## src/rtl/mem_pkg.sv

```systemverilog
// Shared types and constants for the load/store unit: access sizes, FSM
// states and the byte-enable patterns driven onto the BRAM data port.
package mem_pkg;

  typedef enum logic [1:0] {
    SZ_BYTE = 2'b00,
    SZ_HALF = 2'b01,
    SZ_WORD = 2'b10
  } size_e;

  typedef enum logic [1:0] {
    IDLE  = 2'd0,
    ISSUE = 2'd1,
    WAIT  = 2'd2,
    RESP  = 2'd3
  } state_e;

  localparam logic [3:0] BE_NONE    = 4'b0000;
  localparam logic [3:0] BE_BYTE0   = 4'b0001;
  localparam logic [3:0] BE_HALF_LO = 4'b0011;
  localparam logic [3:0] BE_HALF_HI = 4'b1100;
  localparam logic [3:0] BE_WORD    = 4'b1111;

endpackage

```

## src/rtl/lsu_lane.sv

```systemverilog
// Byte-lane steering: store byte enables and lane replication, plus load lane
// extraction with sign/zero extension. Purely combinational.
module lsu_lane
  import mem_pkg::*;
(
  input  size_e       size,
  input  logic [1:0]  lane,
  input  logic        zero_ext,
  input  logic [31:0] wdata,
  input  logic [31:0] rdata,
  output logic [3:0]  be,
  output logic [31:0] wdata_rep,
  output logic [31:0] rdata_ext
);

  logic [7:0]  ld_byte;
  logic [15:0] ld_half;

  // NOTE: every output gets a default before the case so no path leaves a
  // value unassigned, which would otherwise infer a latch.
  always_comb begin
    be        = BE_NONE;
    wdata_rep = wdata;
    rdata_ext = rdata;
    ld_byte   = rdata[8*lane +: 8];
    ld_half   = rdata[16*lane[1] +: 16];
    case (size)
      SZ_BYTE: begin
        be        = BE_BYTE0 << lane;
        wdata_rep = {4{wdata[7:0]}};
        rdata_ext = zero_ext ? {24'b0, ld_byte} : {{24{ld_byte[7]}}, ld_byte};
      end
      SZ_HALF: begin
        be        = lane[1] ? BE_HALF_HI : BE_HALF_LO;
        wdata_rep = {2{wdata[15:0]}};
        rdata_ext = zero_ext ? {16'b0, ld_half} : {{16{ld_half[15]}}, ld_half};
      end
      SZ_WORD: begin
        be        = BE_WORD;
        wdata_rep = wdata;
        rdata_ext = rdata;
      end
      default: begin
        be        = BE_NONE;
        wdata_rep = wdata;
        rdata_ext = rdata;
      end
    endcase
  end

endmodule

```

## src/rtl/mem_lsu.sv

```systemverilog
// Load/store initiator for port B of the main-memory BRAM. One request at a
// time: IDLE -> ISSUE -> (WAIT) -> RESP, faults go straight to RESP.
module mem_lsu
  import mem_pkg::*;
#(
  parameter int MEM_SIZE = 8192
) (
  input  logic                         clk,
  input  logic                         rst,
  input  logic                         req_valid,
  output logic                         req_ready,
  input  logic                         req_write,
  input  logic [1:0]                   req_size,
  input  logic                         req_unsigned,
  input  logic [31:0]                  req_addr,
  input  logic [31:0]                  req_wdata,
  output logic                         resp_valid,
  output logic [31:0]                  resp_rdata,
  output logic                         resp_fault,
  output logic [$clog2(MEM_SIZE)-1:0]  mem_addr,
  output logic [31:0]                  mem_wdata,
  input  logic [31:0]                  mem_rdata,
  output logic [3:0]                   mem_be,
  output logic                         mem_we
);

  localparam int AW = $clog2(MEM_SIZE);

  state_e      state;
  logic        write_q;
  size_e       size_q;
  logic        zext_q;
  logic [31:0] wdata_q;
  logic        fault;
  logic        issuing;
  logic [3:0]  lane_be;
  logic [31:0] lane_wdata;
  logic [31:0] lane_rdata;

  assign fault = (req_size == 2'b11)
              || (req_size == SZ_HALF && req_addr[0])
              || (req_size == SZ_WORD && req_addr[1:0] != 2'b00)
              || (req_addr >= 32'(MEM_SIZE));

  // mem_addr doubles as the registered request address, so lane select comes
  // from its low bits and it naturally holds between accesses.
  lsu_lane u_lane (
    .size      (size_q),
    .lane      (mem_addr[1:0]),
    .zero_ext  (zext_q),
    .wdata     (wdata_q),
    .rdata     (mem_rdata),
    .be        (lane_be),
    .wdata_rep (lane_wdata),
    .rdata_ext (lane_rdata)
  );

  // Strobes are gated by rst so a store caught by reset mid-ISSUE never writes.
  assign req_ready = (state == IDLE) && !rst;
  assign issuing   = (state == ISSUE) && !rst;
  assign mem_we    = issuing && write_q;
  assign mem_be    = issuing ? lane_be : BE_NONE;
  assign mem_wdata = lane_wdata;

  // NOTE: all state here is updated with non-blocking assignments so every
  // register samples pre-edge values regardless of statement order.
  always_ff @(posedge clk) begin
    if (rst) begin
      state      <= IDLE;
      resp_valid <= 1'b0;
      resp_fault <= 1'b0;
      resp_rdata <= '0;
      mem_addr   <= '0;
      write_q    <= 1'b0;
      size_q     <= SZ_BYTE;
      zext_q     <= 1'b0;
      wdata_q    <= '0;
    end else begin
      resp_valid <= 1'b0;
      case (state)
        IDLE: begin
          if (req_valid) begin
            if (fault) begin
              state      <= RESP;
              resp_valid <= 1'b1;
              resp_fault <= 1'b1;
              resp_rdata <= '0;
            end else begin
              state    <= ISSUE;
              mem_addr <= req_addr[AW-1:0];
              write_q  <= req_write;
              size_q   <= size_e'(req_size);
              zext_q   <= req_unsigned;
              wdata_q  <= req_wdata;
            end
          end
        end
        ISSUE: begin
          if (write_q) begin
            state      <= RESP;
            resp_valid <= 1'b1;
            resp_fault <= 1'b0;
            resp_rdata <= '0;
          end else begin
            state <= WAIT;
          end
        end
        WAIT: begin
          state      <= RESP;
          resp_valid <= 1'b1;
          resp_fault <= 1'b0;
          resp_rdata <= lane_rdata;
        end
        RESP:    state <= IDLE;
        default: state <= IDLE;
      endcase
    end
  end

endmodule

```

## config.mk

```make
export PLATFORM = sky130hd
export DESIGN_NAME = mem_lsu
export DESIGN_NICKNAME = d
export VERILOG_FILES = /design/src/rtl/mem_pkg.sv /design/src/rtl/lsu_lane.sv /design/src/rtl/mem_lsu.sv
export SDC_FILE = /design/constraint.sdc
export NUM_CORES = 1
export LEC_CHECK = 0
export BUFFER_PORTS_ARGS = -buffer_cell sky130_fd_sc_hd__clkbuf_2
export CORE_AREA = 3 3 102 104
export CTS_CLUSTER_DIAMETER = 200
export DETAILED_ROUTE_END_ITERATION = 8
export DIE_AREA = 0 0 105 107
export PLACE_DENSITY = 0.79
export REMOVE_ABC_BUFFERS = 1
export SYNTH_ARGS = -nofsm -noshare
export SYNTH_HDL_FRONTEND = slang
export SYNTH_SLANG_ARGS = --single-unit
```

## constraint.sdc

```tcl
create_clock -name clk -period 2.01 [get_ports clk]
set_clock_uncertainty 0.15 [all_clocks]
set_input_delay 0 -clock clk [delete_from_list [all_inputs] [get_ports clk]]
set_output_delay 0 -clock clk [all_outputs]
set_load 0.03 [all_outputs]
```

# == Word level (Yosys, flattened, before mapping) ==
# Cells that the tools add are included.
# classes
addsub,0
n_mul,0
div_mod_pow,0
magnitude_cmp,1
eq_ne,11
shift,3
muxes,23
bitwise_logic,1
reduce_logical,15
# ops
cell,n
2-to-1 mux 32 bit,5
case mux 32 bit (2 select lines),2
case mux 32 bit (3 select lines),1
>= comparator 32 x 14 -> 1 bit (second input constant),1
indexed part select 32 x 6 -> 16 bit,1
indexed part select 32 x 6 -> 8 bit,1
case mux 4 bit (3 select lines),1
== test 2 bit (second input constant),5
2-to-1 mux 4 bit,2
case mux 2 bit (4 select lines),1
2-to-1 mux 1 bit,7
== test 2 x 1 -> 1 bit (second input constant),3
inequality test 2 bit (second input constant),3
case mux 1 bit (3 select lines),2
logical AND 1 bit,5
logical NOT 2 bit,2
2-to-1 mux 2 bit,2
AND reduction 4 bit,1
<< shifter 1 x 2 -> 4 bit (first input constant),1
logical OR 1 bit,3
AND reduction 3 bit,1
nonzero test 3 bit,1
nonzero test 2 bit,1
logical NOT 1 bit,1
inverter 1 bit,1
# totals
register_bits,85
latch_bits,0
ram_bits,0
romBits,0
input_bits,103
out_inout_bits,85
wordCells,63
n_memories,0

# == Longest topological paths before layout ==
# logic_depth
ltp_word,8
mapped_depth,9

# == Hierarchy ==
# From an unflattened synthesis, not the netlist that was laid out.
# hier_totals
cells_unflattened,590
hier_area_um2,4837.1
# modules_own_cells
module,instances,cells_each,area_each_um2,seq_area_each_um2
mem_lsu,1,419,3622.2,1701.6
lsu_lane,1,171,1214.9,0.0

# == Least setup slack after synthesis ==
# No wires, ideal clock.
# synth_timing
kind,flip-flop to flip-flop
from,reg state[1]
to,reg resp_rdata[11]
t_arrival_ns,1.850
t_required_ns,1.800
slack_ns,-0.049
stages_incl_launch_ff,8
n_path_buf,1
cell_sequence,dfxtp_1 -> inv_1 -> ha_1 -> nor2b_1 -> nand4_1 -> o22ai_2 -> buf_6 -> a22o_1
# synth_via
elab_chain_cells,3
elab_cells_between_ends,9
cone_classes,5 x eq/ne; 1 x mux; 3 x reduce/logical
# synth_lines
element,line_no,source
start: declaration,mem_lsu.sv:29,state_e state;
start signal: assignment,mem_lsu.sv:69,state <= IDLE;
start signal: assignment,mem_lsu.sv:84,state <= RESP;
start signal: assignment,mem_lsu.sv:89,state <= ISSUE;
"== test 2 x 1 -> 1 bit, or another cell as far along",mem_lsu.sv:80,case (state)
inequality test 2 bit (no line) / nonzero test 3 bit (equally long branches),n/a,
AND reduction 4 bit (no line),n/a,
end signal: assignment,mem_lsu.sv:112,resp_rdata <= lane_rdata;
end: declaration,mem_lsu.sv:18,"output logic [31:0] resp_rdata,"
# Parallel ways exist; a longest one is shown, timed or not.
# A chain may end at the register's enable or synchronous reset.

# == Worst setup path after layout ==
# layout_timing
from,reg size_q[1]
to,out mem_wdata[12]
# layout_via
elab_chain_cells,2
elab_cells_between_ends,3
cone_classes,1 x eq/ne; 1 x mux; 1 x reduce/logical
# layout_lines
element,line_no,source
start: declaration,mem_lsu.sv:31,size_e size_q;
start signal: assignment,mem_lsu.sv:92,size_q <= size_e'(req_size);
== test 2 x 1 -> 1 bit / logical NOT 2 bit (equally long branches),lsu_lane.sv:27,case (size)
case mux 32 bit (2 select lines) *,lsu_lane.sv:27,
end: declaration,mem_lsu.sv:21,"output logic [31:0] mem_wdata,"
# Every way passes the cells marked *; elsewhere a longest branch is shown, timed or not.

==> impl_metrics.json <==
{
  "outcome": "finished clean",
  "grt_usage_pct": 31.0,
  "num_antenna_cells": 0,
  "hold_viol_final": 0,
  "ioPinCount": 188,
  "synth_cell_types": 48,
  "route.detailed.drc": 0,
  "synth-main-ff-cell": "dfxtp_1",
  "startpoint_type": "flop",
  "leakage_nw": 2.83,
  "fmaxAchievable_mhz": 513,
  "holdWs_ns": 0.0529,
  "final_util_pct": 70.2,
  "coreArea_um2": 9640,
  "synth-seq-area-share_pct": 36.7,
  "area_delta_synth_final_pct": 45.9,
  "rsz0062_at_grt": "true",
  "fin_area_um2": 6770,
  "finalSetupViolations": 0,
  "wirelength_um": 17800,
  "clkSinkCount": 85,
  "drive_gt1_share_pct": 35.7,
  "cts_buffer_depth": 2,
  "finalCritPeriodShare_pct": 96.9,
  "power.density_nw_per_um2": 740,
  "clockRootBuffer": "clkbuf_8",
  "cp_top_family": "flip-flops",
  "fin_crit_ns": 1.95,
  "required_ns": 1.86,
  "slew_headroom_pct": 36.6,
  "synth_area_leaders": "dfxtp_1 37%, nand4_1 7.0%, mux2i_1 6.7%",
  "yosys_warnings": 0,
  "antenna_found_initial": 0,
  "place_area_um2": 5600,
  "crit_type": "reg2out",
  "crit_chain": "nor2_2, buf_4, mux2_2, clkbuf_2",
  "async_reset_ff_share_pct": 0,
  "grt_pass1_wl_um": 28400,
  "row_count": 36,
  "via_count": 5466,
  "peakVddDrop_mv": 0.546,
  "syn-cell-area_um2": 4640,
  "wl_per_cell_um": 19.7,
  "hold_class": "in2reg",
  "ant_nets": 0,
  "syn_avg_cell_area_um2": 8.83,
  "slowest_stage": "dfxtp_4",
  "place_ws_ns": -0.0210,
  "drv_cap": 0,
  "drt_first_iter_violations": 460,
  "critPathMaxFanout": 23,
  "worstMarginPinSlew_ns": 0.947,
  "synth_seq_cells": 85,
  "fill_cells": 729,
  "worst-path-buf-inv": 2,
  "cts_buffers": 9,
  "fp.dieW_um": 105,
  "fin_ws_ns": 0.0624,
  "portBuffers": 187,
  "crit_path_end_kind": "output port",
  "synth-edff-count": 0,
  "dieArea_um2": 11200,
  "grt_pass1_vias": 5574,
  "grt_max_degree": 49,
  "initial_core_util_pct": 48.1,
  "h-tree-depth": 3,
  "grt-ovfl-total": 0,
  "clk_pin_slew_worst_paths_ns": 0.09,
  "cpPeakStageDelay_ns": 0.44,
  "place_congestion": 0.949,
  "die-height_um": 107,
  "dr.pass1.iters": 7,
  "syn_inst": 525,
  "final_nets": 874,
  "arrival_ns": 1.80,
  "yosysTopAreaCell": "dfxtp_1",
  "clkLatencyLatePin_ns": 0.35,
  "yosys.area.top_type_share_pct": 36.7,
  "place_hpwl_um": 10800,
  "cts_tree": "built",
  "vias_per_cell": 6.05,
  "slew_viol_final": 0
}
synth_stat cells, types with 3 or more instances:
cell and n:
a21oi_1 53, buf_4 11, ha_1 6, nor2_1 8
dfxtp_1 85, nor2b_1 11, mux2_4 4, a22oi_1 24
o21ai_0 53, and3_1 3, and4_1 3, mux2i_1 31
inv_1 6, nand2b_1 3, nand2_1 23, o221ai_1 16
o21ai_1 12, nand4_1 52, buf_6 5, buf_1 3
mux2_2 16, clkbuf_1 28, o2bb2ai_1 16, a22o_1 7
buf_2 16, nor4_2 3
logic make-up after synthesis:
kind of cell | share of synthesized area, %
AOI/OAI and AO/OA | 27.0
and+or+nand+nor | 14.8
DFF | 36.7
buffers and inverters | 8.09
muxes | 11.9
adders and majority gates | 1.62
worst reg2reg max path, cell delays in order, from the launching register on:
cell	delay, ns
dfxtp_1	0.39
inv_1	0.13
ha_4	0.20
and2_2	0.21
nand4_1	0.16
buf_12	0.24
o21ai_0	0.12
a21oi_1	0.21
registers in the layout (all words and copies together), names as in the netlist:
signal / flops
resp_rdata: 32
wdata_q: 32
mem_addr: 13
size_q: 2
state: 2
resp_fault: 1
resp_valid: 1
write_q: 1
zext_q: 1
timing repair:
item,in CTS,in global routing
endpoints found under the setup margin,15,73
endpoints found under the hold margin,83,0
buffers inserted,0,2
pin swaps,0,1
gates resized for setup,6,16
hold buffers,83,0
worst paths after layout:
kind | from | end | slack (ns) | cells after the start
max | size_q[1] | mem_wdata[12] | 0.06 | 4
min | mem_rdata[15] | resp_rdata[15] | 0.05 | 4
max reg2reg | state[1] | wdata_q[24] | 0.12 | 7
min reg2reg | resp_rdata[5] | resp_rdata[5] | 0.31 | 2
layout by cell type, fill, tap and decap left out, types with 2 or more instances in the layout:
cell,Yosys,routed
inv_1,6,5
dlygate4sd3_1,0,83
mux2_4,4,4
mux2_2,16,16
ha_1,6,4
nand2b_1,3,2
o221ai_1,16,16
and4_1,3,2
nand4_1,52,52
nand3_1,2,2
clkbuf_8,0,10
nand2_1,23,23
a211oi_1,2,2
inv_6,0,2
buf_12,0,4
clkbuf_2,2,186
bufinv_16,0,2
nor2b_1,11,10
o21ai_0,53,49
clkinvlp_4,0,2
dfxtp_1,85,82
dfxtp_2,0,2
o21ai_4,0,2
mux2i_1,31,31
buf_4,11,20
o2bb2ai_1,16,16
o21ai_1,12,16
a21oi_1,53,53
nor4_2,3,3
nor2_1,8,7
nor2_2,1,2
a22o_1,7,7
a22oi_1,24,24
routing by layer:
metal	track usage (%)	wire, µm	up-vias
met5	0	0	-
met4	11.5	511	0
met3	7.22	1720	54
met2	54.1	8820	393
met1	37.0	6740	2543
li1	-	-	2476
final cells by class:
type | count | area (µm²) | share of cell area (%)
flip-flops and latches | 85 | 1710 | 25.2
repair buffers | 294 | 2000 | 29.5
multi-input cells | 367 | 2630 | 38.8
clock buffers | 10 | 138 | 2.03
clock inverters | 6 | 93.8 | 1.39
well taps | 133 | 166 | 2.46
inverters | 8 | 35.0 | 0.518
per-stage QoR:
step | TNS [ns] | instances | power (mW)
after detailed placement | -0.0210 | 802 | 3.32
final | 0 | 903 | 5.01
after global placement | 0 | 802 | 3.28
after global routing | -0.0375 | 903 | 5.19
after CTS | 0 | 901 | 4.84
after floorplan | -80.82 | 460 | 2.78
power by group:
part,internal [mW],switching [mW]
Clock,0.745,0.660
Sequential,1.82,0.0939
Combinational,0.701,0.986
Total,3.27,1.74
No activity file was read; power rests on OpenSTA's default activity.
